==> src/rtl/bt656cap_pkg.sv <==
// Shared constants, stage types and helpers for the BT.656 capture YCbCr-to-RGB565 path.
// Holds the BT.601 coefficients and offsets so every consumer uses one definition.
package bt656cap_pkg;

  localparam int unsigned IW = 20;

  localparam logic signed [IW-1:0] KCy   = 20'sd298;
  localparam logic signed [IW-1:0] KRv   = 20'sd409;
  localparam logic signed [IW-1:0] KGu   = 20'sd100;
  localparam logic signed [IW-1:0] KGv   = 20'sd208;
  localparam logic signed [IW-1:0] KBu   = 20'sd516;
  localparam logic signed [IW-1:0] Round = 20'sd128;

  localparam logic [7:0] YOfs = 8'd16;
  localparam logic [7:0] COfs = 8'd128;

  typedef struct packed {
    logic              field;
    logic signed [8:0] c0;
    logic signed [8:0] c1;
    logic signed [8:0] d;
    logic signed [8:0] e;
  } s1_t;

  // Arithmetic shift by 8, then saturate to 0..255.
  function automatic logic [7:0] clamp8(input logic signed [IW-1:0] v);
    logic signed [IW-1:0] s;
    s = v >>> 8;
    if (s[IW-1]) begin
      return 8'h00;
    end else if (|s[IW-2:8]) begin
      return 8'hff;
    end else begin
      return s[7:0];
    end
  endfunction

  function automatic logic [15:0] pack565(input logic [7:0] r, input logic [7:0] g,
                                          input logic [7:0] b);
    return {r[7:3], g[7:2], b[7:3]};
  endfunction

endpackage

==> src/rtl/bt656cap_ycc2rgb_pix.sv <==
// One pixel's product stage (S2) and sum/round/clamp/pack stage (S3).
// Chroma terms D and E arrive from the top, shared by both pixels of a macropixel.
module bt656cap_ycc2rgb_pix
  import bt656cap_pkg::*;
(
  input  logic              i_clk,
  input  logic              i_rst_n,
  input  logic              i_ld2,
  input  logic              i_ld3,
  input  logic signed [8:0] i_c,
  input  logic signed [8:0] i_d,
  input  logic signed [8:0] i_e,
  output logic [15:0]       o_rgb
);

  logic signed [IW-1:0] w_c;
  logic signed [IW-1:0] w_d;
  logic signed [IW-1:0] w_e;
  logic signed [IW-1:0] w_sum_r;
  logic signed [IW-1:0] w_sum_g;
  logic signed [IW-1:0] w_sum_b;

  logic signed [IW-1:0] r_py;
  logic signed [IW-1:0] r_prv;
  logic signed [IW-1:0] r_pgu;
  logic signed [IW-1:0] r_pgv;
  logic signed [IW-1:0] r_pbu;
  logic [15:0]          r_rgb;

  assign w_c = IW'(i_c);
  assign w_d = IW'(i_d);
  assign w_e = IW'(i_e);

  assign w_sum_r = r_py + r_prv + Round;
  assign w_sum_g = r_py - r_pgu - r_pgv + Round;
  assign w_sum_b = r_py + r_pbu + Round;

  always_ff @(posedge i_clk) begin
    if (!i_rst_n) begin
      r_py  <= '0;
      r_prv <= '0;
      r_pgu <= '0;
      r_pgv <= '0;
      r_pbu <= '0;
      r_rgb <= '0;
    end else begin
      if (i_ld2) begin
        r_py  <= KCy * w_c;
        r_prv <= KRv * w_e;
        r_pgu <= KGu * w_d;
        r_pgv <= KGv * w_e;
        r_pbu <= KBu * w_d;
      end
      if (i_ld3) begin
        r_rgb <= pack565(clamp8(w_sum_r), clamp8(w_sum_g), clamp8(w_sum_b));
      end
    end
  end

  assign o_rgb = r_rgb;

endmodule

==> src/rtl/bt656cap_ycc2rgb.sv <==
// 3-stage YCbCr 4:2:2 macropixel to dual-RGB565 converter with stall-on-backpressure.
// Stage data only loads behind a valid bit, so outputs hold their last word across bubbles.
module bt656cap_ycc2rgb
  import bt656cap_pkg::*;
#(
  parameter logic pix0_high = 1'b1
) (
  input  logic        sys_clk,
  input  logic        sys_rst,
  input  logic        in_stb,
  output logic        in_ack,
  input  logic        in_field,
  input  logic [31:0] in_ycc,
  output logic        out_stb,
  input  logic        out_ack,
  output logic        out_field,
  output logic [31:0] out_rgb565
);

  logic        w_en;
  logic        w_ld2;
  logic        w_ld3;
  s1_t         w_s1;
  logic [15:0] w_p0;
  logic [15:0] w_p1;

  logic r_v1;
  logic r_v2;
  logic r_v3;
  s1_t  r_s1;
  logic r_f2;
  logic r_f3;

  assign w_en  = ~r_v3 | out_ack;
  assign w_ld2 = w_en & r_v1;
  assign w_ld3 = w_en & r_v2;

  // Empty pipeline during reset, so advertise ready; the reset branch discards the word.
  assign in_ack = ~sys_rst | w_en;

  assign w_s1.field = in_field;
  assign w_s1.c0    = $signed({1'b0, in_ycc[23:16]}) - $signed({1'b0, YOfs});
  assign w_s1.c1    = $signed({1'b0, in_ycc[7:0]}) - $signed({1'b0, YOfs});
  assign w_s1.d     = $signed({1'b0, in_ycc[31:24]}) - $signed({1'b0, COfs});
  assign w_s1.e     = $signed({1'b0, in_ycc[15:8]}) - $signed({1'b0, COfs});

  always_ff @(posedge sys_clk) begin
    if (!sys_rst) begin
      r_v1 <= 1'b0;
      r_v2 <= 1'b0;
      r_v3 <= 1'b0;
      r_s1 <= '0;
      r_f2 <= 1'b0;
      r_f3 <= 1'b0;
    end else if (w_en) begin
      r_v1 <= in_stb;
      r_v2 <= r_v1;
      r_v3 <= r_v2;
      if (in_stb) r_s1 <= w_s1;
      if (r_v1)   r_f2 <= r_s1.field;
      if (r_v2)   r_f3 <= r_f2;
    end
  end

  bt656cap_ycc2rgb_pix u_pix0 (
    .i_clk   (sys_clk),
    .i_rst_n (sys_rst),
    .i_ld2   (w_ld2),
    .i_ld3   (w_ld3),
    .i_c     (r_s1.c0),
    .i_d     (r_s1.d),
    .i_e     (r_s1.e),
    .o_rgb   (w_p0)
  );

  bt656cap_ycc2rgb_pix u_pix1 (
    .i_clk   (sys_clk),
    .i_rst_n (sys_rst),
    .i_ld2   (w_ld2),
    .i_ld3   (w_ld3),
    .i_c     (r_s1.c1),
    .i_d     (r_s1.d),
    .i_e     (r_s1.e),
    .o_rgb   (w_p1)
  );

  assign out_stb    = r_v3;
  assign out_field  = r_f3;
  assign out_rgb565 = pix0_high ? {w_p0, w_p1} : {w_p1, w_p0};

endmodule

==> config.mk <==
export PLATFORM = sky130hd
export DESIGN_NAME = bt656cap_ycc2rgb
export DESIGN_NICKNAME = d
export VERILOG_FILES = /design/src/rtl/bt656cap_pkg.sv /design/src/rtl/bt656cap_ycc2rgb_pix.sv /design/src/rtl/bt656cap_ycc2rgb.sv
export SDC_FILE = /design/constraint.sdc
export NUM_CORES = 1
export LEC_CHECK = 0
export CORE_MARGIN = 5
export CORE_UTILIZATION = 25
export DETAILED_ROUTE_END_ITERATION = 6
export SLEW_MARGIN = 25
export SYNTH_ARGS = -nofsm -noshare
export SYNTH_HDL_FRONTEND = slang
export SYNTH_HIERARCHICAL = 1
export SYNTH_SLANG_ARGS = --single-unit
==> constraint.sdc <==
create_clock -name sys_clk -period 7.2 [get_ports sys_clk]
set_input_delay 1.08 -clock sys_clk [delete_from_list [all_inputs] [get_ports sys_clk]]
set_output_delay 1.08 -clock sys_clk [all_outputs]
set_load 0.03 [all_outputs]
# Word-level counts from Yosys, hierarchy flattened
# Index checks and enable logic that the tools add are counted.
dict set report totals {
  in_bits 37
  regBits 184
}
dict set report op_classes {
  n_mux 12
  n_mul 6
  n_reduce_logical 9
  add_sub_neg 18
  bitwise_logic 6
}
# op n
set ops {}
lappend ops {{$add 20x9->20 const B} 6}
lappend ops {{$mux 8} 12}
lappend ops {{$add 20x20->20} 4}
lappend ops {{$sub 20x20->20} 4}
lappend ops {{$mul 9x9->18 const A} 3}
lappend ops {{$reduce_or 4->1} 6}
lappend ops {{$mul 10x9->19 const A} 1}
lappend ops {{$sub 8x5->9 const B} 2}
lappend ops {{$sub 8x8->9 const B} 2}
lappend ops {{$mul 6x9->15 const A} 1}
lappend ops {{$mul 5x9->14 const A} 1}
lappend ops {{$reduce_and 2->1} 3}
lappend ops {{$and 1x1->1} 2}
lappend ops {{$not 1->1} 2}
lappend ops {{$or 1x1->1} 2}

# Logic depth before layout (Yosys ltp)
dict set report logic_depth {
  depth_word 6
  depth_mapped 19
  ltp_nobuf 19
}

# By module
# Netlist, hierarchy kept.
# module seq_area_each_um2 cells_each area_each_um2 instances
set by_module_without_submodules {}
lappend by_module_without_submodules {{bt656cap_ycc2rgb_pix at u_pix1} 1901.8 1182 11015.6 1}
lappend by_module_without_submodules {{bt656cap_ycc2rgb_pix at u_pix0} 1901.8 1162 10849.2 1}
lappend by_module_without_submodules {bt656cap_ycc2rgb 800.8 189 1615.3 1}

# Worst setup path after synthesis
# No wires, ideal clock.
dict set report synth_timing {
  path_type {register -> register}
  start {reg r_s1[7] (netlist name)}
  end {reg u_pix0.r_prv[18]}
  setup_ns 0.144
  slack_ns 2.060
  required_time_ns 7.056
  stages_incl_launch_ff 16
  arrival_time_ns 4.996
  cell_sequence {dfxtp_1 > fa_1 > fa_1 > inv_1 > fa_1 > inv_1 > fa_1 > ha_1 > ha_1 > inv_1 > o21ai_0 > a31oi_1 > o21ai_0 > or4_1 > nand4_1 > o311ai_0}
}
dict set report synth_via {
  elab_chain_cells 1
}
# element line
set synth_rtl {}
lappend synth_rtl {{start, declared} bt656cap_ycc2rgb.sv:30} ;# s1_t r_s1;
lappend synth_rtl {{start signal, assigned} bt656cap_ycc2rgb.sv:59} ;# if (in_stb) r_s1 <= w_s1;
lappend synth_rtl {{$mul 10x9->19} bt656cap_ycc2rgb_pix.sv:49} ;# r_prv <= KRv * w_e;
lappend synth_rtl {{end signal, assigned} bt656cap_ycc2rgb_pix.sv:49}
lappend synth_rtl {{end, declared} bt656cap_ycc2rgb_pix.sv:24} ;# logic signed [IW-1:0] r_prv;
# Every way passes these cells.
# A chain may end at the register's enable or synchronous reset.

# Worst setup path after layout
# Same ends and word-level chain as after synthesis.

==> qor.log <==
qor: clock_network.tritoncts_clock_tree done
qor: sta.maxSlewHeadroom 0.397
qor: logic_synthesis.yosys.cell_types.count 78
qor: setup_path.timing.reg2reg.setup_slack 2.01 ns
qor: cells_and_area.syn_to_final_growth 13.3%
qor: logic_synthesis.syn-mean-instance-area 9.27 sq um
qor: logic_synthesis.synth_area 23500 sq um
qor: floorplan.die_area 100000 sq um
qor: global_route.grt_use_total 0.111
qor: sta.final.setup.tns 0 ns
qor: route.avgViaCountPerCell 4.53
qor: sta.max_freq 193 MHz
qor: sta.hold_viol 0
qor: floorplan.width_of_the_die 316 microns
qor: clock_network.path_clk_slew 0.07 ns
qor: clock_network.cts.sinks 230
qor: route.routed_wire_length_per_instance 14.4 microns
qor: logic_synthesis.synth_fp_nets 3262
qor: placement.finalWeightedCongestion 0.809
qor: floorplan.fp-row-count 112
qor: logic_synthesis.postSynthCellCount 2533
qor: route.route.vias.total 17505
qor: logic_synthesis.register_bit_count_reported_by_yosys 230
qor: power_and_ir_drop.cellInternalPower 0.00310 W
qor: global_route.maximum_number_of_pins_on_one_net_before_global_route_repair 102
qor: cells_and_area.share_of_the_core_filled_with_cells_in_the_final_layout 0.285
qor: logic_synthesis.synth_sequential_area_ratio 0.196
qor: global_route.groute.layer.met2.usage 0.184
qor: logic_synthesis.synth_top_area_cell ha_1
qor: power_and_ir_drop.combPwrFrac 0.394
qor: route.antenna_violating_nets_post_route 0
qor: global_route.antenna_violations_before_repair 1
qor: sta.min_period_over_period 0.721
qor: floorplan.floorplan.initialDensity 0.252
qor: cells_and_area.num-fill-cells 10016
qor: cells_and_area.insertedDiodeCount 0
qor: logic_synthesis.synth-edff-count 0
qor: cells_and_area.final_net_count 3314
qor: placement.post-place-ws 2.02 ns
qor: setup_path.cp_data_arrival_time 5.59 ns
qor: logic_synthesis.library_cell_with_the_highest_instance_count_after_synthesis ha_1
qor: route.detailed_router_s_first_iteration_violation_count 750
qor: global_route.grt-busiest-layer met2
qor: clock_network.cts-htree-levels 1
qor: cells_and_area.drive_above_1_share 0.0453
qor: clock_network.clk_path_buf_depth 3
qor: placement.hpwl 44600 microns
qor: power_and_ir_drop.total_power_per_unit_cell_area 186 nW/um^2
qor: setup_path.critPathMaxStageDelay 0.88 ns
qor: global_route.global_route_total_overflow 0
qor: route.drt_drc_violations_left 0
qor: global_route.use_met1 0.156
qor: sta.finalSetupViolations 0
qor: logic_synthesis.synth.top_cells.by_count ha_1 (572), inv_1 (360), dfxtp_1 (230)
qor: logic_synthesis.fraction_of_registers_with_async_set_reset 0
qor: setup_path.critical_path.endpoint_type flip-flop
qor: setup_path.critPathRequiredTime 7.59 ns
qor: setup_path.critical_path.most_common_cell fa_1
qor: status.status finished, final reports clean
qor: sta.max_slew.worst_pin.slew 0.902 ns
qor: sta.finalCriticalPeriod 5.19 ns
qor: sta.timing.final.ws_setup 2.01 ns
qor: run.maxCapViolations 0
qor: logic_synthesis.synth_area_leaders ha_1 (30%), dfxtp_1 (20%), fa_1 (10%), inv_1 (5.8%), mux2i_1 (4.6%)
qor: setup_path.crit_type flip-flop to flip-flop
qor: power_and_ir_drop.power.clock.fraction 0.311
qor: setup_path.critical_path.cell_chain fa_1 -> fa_1 -> inv_1 -> fa_1 -> inv_1 -> fa_1 -> ha_1 -> ha_1 -> inv_1 -> o21ai_0 -> a31oi_1 -> o21ai_0 -> or4_1 -> nand4_1 -> o311ai_0
qor: setup_path.setup.worst_path.start_class flip-flop
qor: setup_path.critPathSlowestCell dfxtp_2
qor: sta.rsz0062_at_grt false
qor: clock_network.post_cts_resize_count 0
qor: logic_synthesis.synthFlopType dfxtp_1
qor: sta.clock-skew-final 0.0239 ns
qor: route.detail_route.wirelength 55600 microns
qor: sta.number_of_pins_with_negative_max_slew_slack_in_the_final_report 0
qor: setup_path.ff2ff_path_depth 15
qor: global_route.first_pass_grt_wire_length 91200 microns
qor: global_route.grt_pass1_vias 17253
qor: clock_network.ctsHoldBuffers 0
qor: floorplan.floorplan.io_pins 72
qor: setup_path.crit_fanout 31
qor: logic_synthesis.synthesis.yosys.warnings 6
qor: clock_network.cts_buffers 29
qor: power_and_ir_drop.switching_share_of_power 0.374
qor: power_and_ir_drop.power.ir.vdd_worst 0.000170 V
qor: power_and_ir_drop.p_sw 0.00185 W
qor: clock_network.clock_root_buffer clkbuf_16
qor: power_and_ir_drop.total_leakage_power 13.3 nW
qor: route.detail_route.first_pass.iterations 5
qor: power_and_ir_drop.sequentialPowerShare 0.295
qor: power_and_ir_drop.power.total 0.00495 W
qor: clock_network.clk-insertion-delay-late 0.57 ns
qor: clock_network.post_cts.repair.setup_buffers 0
qor: min_path.hold_depth 2
qor: logic_synthesis.netlist.area_leader.share 0.305
qor: floorplan.fp.dieH 316 microns
qor: floorplan.placeableCoreArea 93300 sq um
qor: placement.port_buffers 71
qor: min_path.min-delay-path-class flip-flop to flip-flop
qor: global_route.groute.layer.met3.usage 0.0136
## power groups by stage
stage / sequential, W / combinational (W) / clock [W]
final: 0.00146 / 0.00195 / 0.00154
after global routing: 0.00147 / 0.00223 / 0.00163
after CTS: 0.00146 / 0.00197 / 0.00159
after detailed placement: 0.00149 / 0.00195 / 0
after global placement: 0.00149 / 0.00193 / 0
after floorplan: 0.00148 / 0.00144 / 0
## state kept, by name, indices dropped and copies added, names as in the netlist, 16 cells and up
signal and count:
u_pix0/r_pbu 18, u_pix0/o_rgb 16, u_pix1/r_pbu 18, u_pix0/r_prv 19, u_pix1/r_prv 19, r_s1 35
u_pix0/r_py 18, u_pix1/o_rgb 16, u_pix1/r_py 18
## logic make-up after synthesis
kind of cell,Yosys count,share of synthesized area
compound gates,498,0.142
flops,230,0.196
simple gates,452,0.0921
buf+inv,431,0.0708
fa+ha+maj,692,0.407
mux,111,0.0476
xor+xnor,119,0.0444
## stage by stage
step,instances,cell area (sq um),hold slack (ns)
3_3_place_gp,3808,25600,0.449
4_1_cts,3861,26600,0.463
3_5_place_dp,3808,25600,0.450
5_1_grt,3861,26600,0.476
6_report,3861,26600,0.459
2_1_floorplan,2533,23500,0.440
## per-layer routing
| layer | vias up | part of all wire |
|---|---|---|
| li1 | 8986 | - |
| met1 | 8258 | 0.49 |
| met2 | 213 | 0.45 |
| met4 | 0 | 0.017 |
| met3 | 48 | 0.037 |
| met5 | - | 0 |
## path summary, 6_finish.rpt
| kind | end | from |
|---|---|---|
| setup / recovery | u_pix0/r_prv[18]$_SDFFE_PN0P_ | r_s1[7]$_SDFFE_PN0P_ |
| setup reg to reg | u_pix0/r_prv[18]$_SDFFE_PN0P_ | r_s1[7]$_SDFFE_PN0P_ |
| hold / removal | u_pix1/o_rgb[10]$_SDFFE_PN0P_ | u_pix1/o_rgb[10]$_SDFFE_PN0P_ |
| hold reg to reg | u_pix1/o_rgb[10]$_SDFFE_PN0P_ | u_pix1/o_rgb[10]$_SDFFE_PN0P_ |
## placed cells by master (no fill, tap or decap), types with 8 or more instances in the layout
cell             instances
a211oi_1                56
a21o_1                  48
a21oi_1                154
a221o_1                 14
a31o_2                  10
a31oi_1                 18
and3_1                  19
buf_4                   19
clkbuf_16               29
clkdlybuf4s50_1         70
clkinv_4                 8
dfxtp_1                228
fa_1                   120
ha_1                   572
inv_1                  358
mux2i_1                109
nand2_1                 54
nand3_1                 57
nand3b_1                 9
nand4_1                 26
nor2_1                 200
nor2b_1                  9
nor3_1                  23
o211ai_1                16
o21a_1                   9
o21ai_0                 61
o21ai_1                 15
o21bai_1                34
o311ai_0                 9
or3_1                   11
xnor2_1                 88
xor2_1                  31
## critical path, delay by kind of cell (launching register included)
family,cells,cell delay [ns]
buffers and inverters,3,0.22
and+or+nand+nor,2,0.54
adders and majority gates,6,2.72
DFF,1,0.88
AOI/OAI and AO/OA,4,0.66
## final cells by class
cell class | instances | area, sq um | share of cell area
Clock inverter | 21 | 249 | 0.00936
Timing Repair Buffer | 90 | 848 | 0.0319
Inverter | 362 | 1370 | 0.0513
Multi-Input combinational cell | 1872 | 17200 | 0.647
Sequential cell | 230 | 4610 | 0.173
Clock buffer | 32 | 757 | 0.0284
Tap cell | 1254 | 1570 | 0.0590
Power figures use the tool's default switching activity.
